`src/rtl/state_mon.sv`:
```
// Observer for the IDLE->S1->S2 enable sequencer: measures S1/S2 phase lengths,
// counts completed rounds and latches the first illegal code or transition.
module state_mon #(
    parameter int DUR_W = 16,
    parameter int RND_W = 8
) (
    input  logic             clk,
    input  logic             rst_n,
    input  logic [1:0]       state_in,
    input  logic             err_clr,
    output logic [DUR_W-1:0] dur_s1,
    output logic [DUR_W-1:0] dur_s2,
    output logic             dur_vld,
    output logic [RND_W-1:0] round_cnt,
    output logic             err,
    output logic [3:0]       err_info
);

    typedef enum logic [1:0] {
        IDLE = 2'b00,
        S1   = 2'b01,
        S2   = 2'b10,
        BAD  = 2'b11
    } st_t;

    localparam logic [DUR_W-1:0] DUR_MAX = '1;

    st_t              r_st;
    logic [DUR_W-1:0] r_run_cnt;
    logic [DUR_W-1:0] r_s1_cap;
    logic             r_round_ok;

    st_t              w_st_in;
    logic             w_trans;
    logic             w_legal;
    logic             w_err;
    logic             w_start;
    logic             w_cap;
    logic             w_done;
    logic [DUR_W-1:0] w_run_nxt;

    always_comb begin
        w_st_in   = st_t'(state_in);
        w_trans   = (w_st_in != r_st);
        w_legal   = 1'b0;
        w_start   = 1'b0;
        w_cap     = 1'b0;
        w_done    = 1'b0;
        case (r_st)
            IDLE: w_legal = (w_st_in == S1);
            S1:   w_legal = (w_st_in == S2);
            S2:   w_legal = (w_st_in == IDLE);
            default: w_legal = 1'b0;
        endcase
        // A held 2'b11 is an error on every cycle it persists.
        w_err = (w_trans && !w_legal) || (!w_trans && r_st == BAD);
        if (w_trans && w_legal) begin
            w_start = (r_st == IDLE);
            w_cap   = (r_st == S1);
            w_done  = (r_st == S2) && r_round_ok;
        end
        if (w_trans)
            w_run_nxt = DUR_W'(1);
        else if (r_run_cnt == DUR_MAX)
            w_run_nxt = r_run_cnt;
        else
            w_run_nxt = r_run_cnt + DUR_W'(1);
    end

    always_ff @(posedge clk or negedge rst_n) begin
        if (!rst_n) begin
            r_st       <= IDLE;
            r_run_cnt  <= '0;
            r_s1_cap   <= '0;
            r_round_ok <= 1'b0;
        end else begin
            r_st      <= w_st_in;
            r_run_cnt <= w_run_nxt;
            if (w_cap)
                r_s1_cap <= r_run_cnt;
            if (w_err || w_done)
                r_round_ok <= 1'b0;
            else if (w_start)
                r_round_ok <= 1'b1;
        end
    end

    always_ff @(posedge clk or negedge rst_n) begin
        if (!rst_n) begin
            dur_s1    <= '0;
            dur_s2    <= '0;
            dur_vld   <= 1'b0;
            round_cnt <= '0;
        end else begin
            dur_vld <= w_done;
            if (w_done) begin
                dur_s1    <= r_s1_cap;
                dur_s2    <= r_run_cnt;
                round_cnt <= round_cnt + RND_W'(1);
            end
        end
    end

    // A new error beats a coincident clear and re-arms the capture.
    always_ff @(posedge clk or negedge rst_n) begin
        if (!rst_n) begin
            err      <= 1'b0;
            err_info <= '0;
        end else if (w_err) begin
            err <= 1'b1;
            if (!err || err_clr)
                err_info <= {r_st, state_in};
        end else if (err_clr) begin
            err      <= 1'b0;
            err_info <= '0;
        end
    end

endmodule

```
`config.mk`:
```
export PLATFORM = sky130hd
export DESIGN_NAME = state_mon
export DESIGN_NICKNAME = d
export VERILOG_FILES = /design/src/rtl/state_mon.sv
export SDC_FILE = /design/constraint.sdc
export NUM_CORES = 1
export LEC_CHECK = 0
export BUFFER_PORTS_ARGS = -buffer_cell sky130_fd_sc_hd__buf_2
export CAP_MARGIN = 40
export CORE_MARGIN = 2
export CORE_UTILIZATION = 53
export CTS_BUF_LIST = sky130_fd_sc_hd__clkbuf_4
export DETAILED_ROUTE_END_ITERATION = 8
export PLACE_DENSITY = 0.78
export SLEW_MARGIN = 20
export SYNTH_ARGS = -nofsm -noshare
export SYNTH_HDL_FRONTEND = slang
export SYNTH_SLANG_ARGS = --single-unit
```
`constraint.sdc`:
```
create_clock -name clk -period 1.55 [get_ports clk]
set_input_delay 0.2325 -clock clk [delete_from_list [all_inputs] [get_ports clk]]
set_output_delay 0.2325 -clock clk [all_outputs]
set_load 0.02 [all_outputs]
```
==> results.json <==
{
  "final-seq-area_um2": 2040,
  "hold_viol_final": 0,
  "max_freq_mhz": 632,
  "worst_pin_slew_ps": 448,
  "io_pins": 51,
  "utilization_pct": 70.0,
  "ys_async_sr_fraction_pct": 100,
  "cts-buffers-inserted": 9,
  "design_area_um2": 4450,
  "track_usage_pct": 21.8,
  "die_h_um": 85.0,
  "synth.top_cell.area_share_pct": 58.3,
  "gr-total-overflow": 0,
  "cp_cell_sequence": "ha_2 -> buf_4 -> nand2_4 -> o21ai_2 -> or4_4 -> a21oi_2",
  "gp_congestion": 0.881,
  "critPathKind": "reg2reg",
  "yosys.area.top_type": "dfrtp_1",
  "area_growth_pct": 27.8,
  "crit_required_ps": 1920,
  "peakVddDrop_mv": 0.483,
  "die_w_um": 85.0,
  "syn_avg_cell_area_um2": 10.4,
  "ant_nets": 0,
  "cp_slowest_cell": "or4_4",
  "powerDensity_nw_per_um2": 930,
  "fin_nets": 432,
  "drtIter0Drc": 223,
  "synth_flop_cell": "dfrtp_1",
  "syn_nets": 340,
  "fin_skew_ps": 16.2,
  "dpl.cell_count": 482,
  "root_buffer": "clkbuf_4",
  "synthesis.area_um2": 3480,
  "cp-start-kind": "register",
  "yosysMostFrequentCell": "nand2_1",
  "setup_ws_ps": -31.2,
  "grt_pass1_vias": 2758,
  "start_util_pct": 54.8,
  "core_um2": 6350,
  "fillerInstances": 466,
  "finalSetupTns_ps": -31.2,
  "cellLeakagePower_nw": 2.34,
  "viasPerCell": 5.49,
  "crit_arrival_ps": 1950,
  "remaining_drc_errors": 0,
  "hpwlAfterDp_mm": 5.08,
  "synth.area.top_cells": "dfrtp_1 58%, nand2_1 11%, mux2_2 5.2%, o21ai_0 1.9%, xnor2_1 1.8%",
  "status": "finished, violations left",
  "path_clk_slew_ps": 140,
  "cpLargestDelayFamily": "simple AND/OR/NAND/NOR gates",
  "vias": 2783,
  "dp_slack_ps": -65.8,
  "end_kind": "register",
  "synth_edf_count": 0,
  "synth_cell_types": 44,
  "antenna_found_initial": 0,
  "antennaDiodeCount": 0,
  "min_period_ps": 1580,
  "yosysSeqAreaShare_pct": 58.3,
  "yosys-top-cells-count": "105 x nand2_1, 81 x dfrtp_1, 16 x mux2_2",
  "clock_sinks": 81,
  "num_rows": 29,
  "path_max_fanout": 4,
  "layout-drive-gt1-share_pct": 36.5,
  "port_buffers": 50,
  "cap_violations": 0,
  "max_stage_delay_ps": 480,
  "worstHoldPathType": "in2reg",
  "cts_buffer_depth": 2,
  "multi_input_area_um2": 1430,
  "dieArea_um2": 7230,
  "rsz0062_at_grt": "yes",
  "firstDrtPassIters": 6,
  "grt_pass1_wl_mm": 12.5,
  "worstSkewPairLatency_ps": 420,
  "ys_ff_latch": 81,
  "crit_buf_inv": 1,
  "setup_viol": 1,
  "violations": "setup timing",
  "slew_headroom_pct": 70.2,
  "drt-wirelength-per-cell_um": 15.1,
  "finalCritPeriodShare_pct": 102,
  "htreeDepth": 3,
  "synth_warnings": 0,
  "final_cells": 507,
  "placed_area_um2": 4080,
  "wl_mm": 7.67,
  "syn_inst": 333,
  "cts_tree": "yes",
  "slew_viol_final": 0,
  "grt_start_max_net_pins": 34
}
worst min-delay path: stages:
cell      delay [ps]
buf_2            120
nand2b_1         100
o21ai_1           60
cell usage in the layout, fill, tap and decap left out, types with 2 or more instances in the layout:
cell type,synthesis,layout
mux2_2,16,16
nor2_2,2,2
buf_2,7,49
nor2_1,10,9
buf_12,0,4
dfrtp_2,0,7
a211oi_1,3,2
xor2_1,6,6
nor3_2,0,2
inv_1,8,7
o21ai_0,13,9
clkinvlp_4,0,2
nand2_1,105,104
xnor2_1,7,7
dfrtp_1,81,74
o31ai_1,3,2
and3_1,4,3
a21oi_2,0,3
buf_6,1,3
nand2b_1,6,6
buf_4,3,37
clkbuf_4,0,9
mux2i_1,2,2
o21ai_1,0,3
dlygate4sd3_1,0,3
nand3_1,8,7
or4_1,4,3
nand4_4,1,2
bufinv_16,0,3
nand4_1,6,6
nor3_1,5,3
o211ai_1,3,3
kinds of logic (layout without fill, tap and decap cells):
logic type      Yosys count  after routing  synth area share [%]
simple gates            160            160                  21.6
flops                    81             81                  58.3
compound gates           35             35                  6.83
buf+inv                  23            120                  3.27
mux                      18             18                  5.75
xor+xnor                 13             13                  3.27
fa+ha+maj                 3              3                  1.01
sequential cells by signal, indices dropped and copies added (netlist names), 2 cells and up:
name,cells
r_s1_cap,16
round_cnt,8
r_st,2
dur_s2,16
dur_s1,16
r_run_cnt,16
err_info,4
metal layers:
metal / track usage (%) / wire, um
met3: 3.70 / 360
met5: 0 / 0
met1: 26.8 / 3230
met4: 10.4 / 190
met2: 37.5 / 3880
timing repair:
item / in CTS / in global routing
setup endpoints to repair: 7 / 40
pin swaps: 5 / 12
cloned: 0 / 0
gates resized for setup: 8 / 26
hold buffers: 3 / 0
buffers inserted: 4 / 2
endpoints found under the hold margin: 33 / 0
through the flow:
stage | hold slack, ps | total power, W
after floorplan | -63.1 | 0.00245
after global placement | 205 | 0.00260
after detailed placement | 210 | 0.00262
after CTS | 115 | 0.00416
after global routing | 122 | 0.00431
final | 121 | 0.00414
final timing paths:
check	depth (start not counted)	slack (ps)	start	to
max	6	-30	r_run_cnt[0]	r_run_cnt[13]
min	3	120	err_clr	err_info[0]
max reg2reg	6	-30	r_run_cnt[0]	r_run_cnt[13]
min reg2reg	1	470	round_cnt[7]	round_cnt[7]
max in group asynchronous	3	720	rst_n	r_run_cnt[6]
min in group asynchronous	2	300	rst_n	round_cnt[7]
cell type report:
type	instances	share of cell area, %
multi-input cells	229	32.2
repair buffers	96	15.0
flip-flops and latches	81	45.8
clock buffers	9	1.52
clock inverters	7	2.67
inverters	8	0.675
well taps	77	2.17
power by group:
part | internal (W) | switching [W] | leakage, nW
clock network | 0.000815 | 0.000730 | 0.0921
registers | 0.00218 | 0.0000431 | 1.09
logic | 0.000146 | 0.000226 | 1.16
total | 0.00314 | 0.000999 | 2.34
Note: power is estimated with default switching activity, not from simulation.
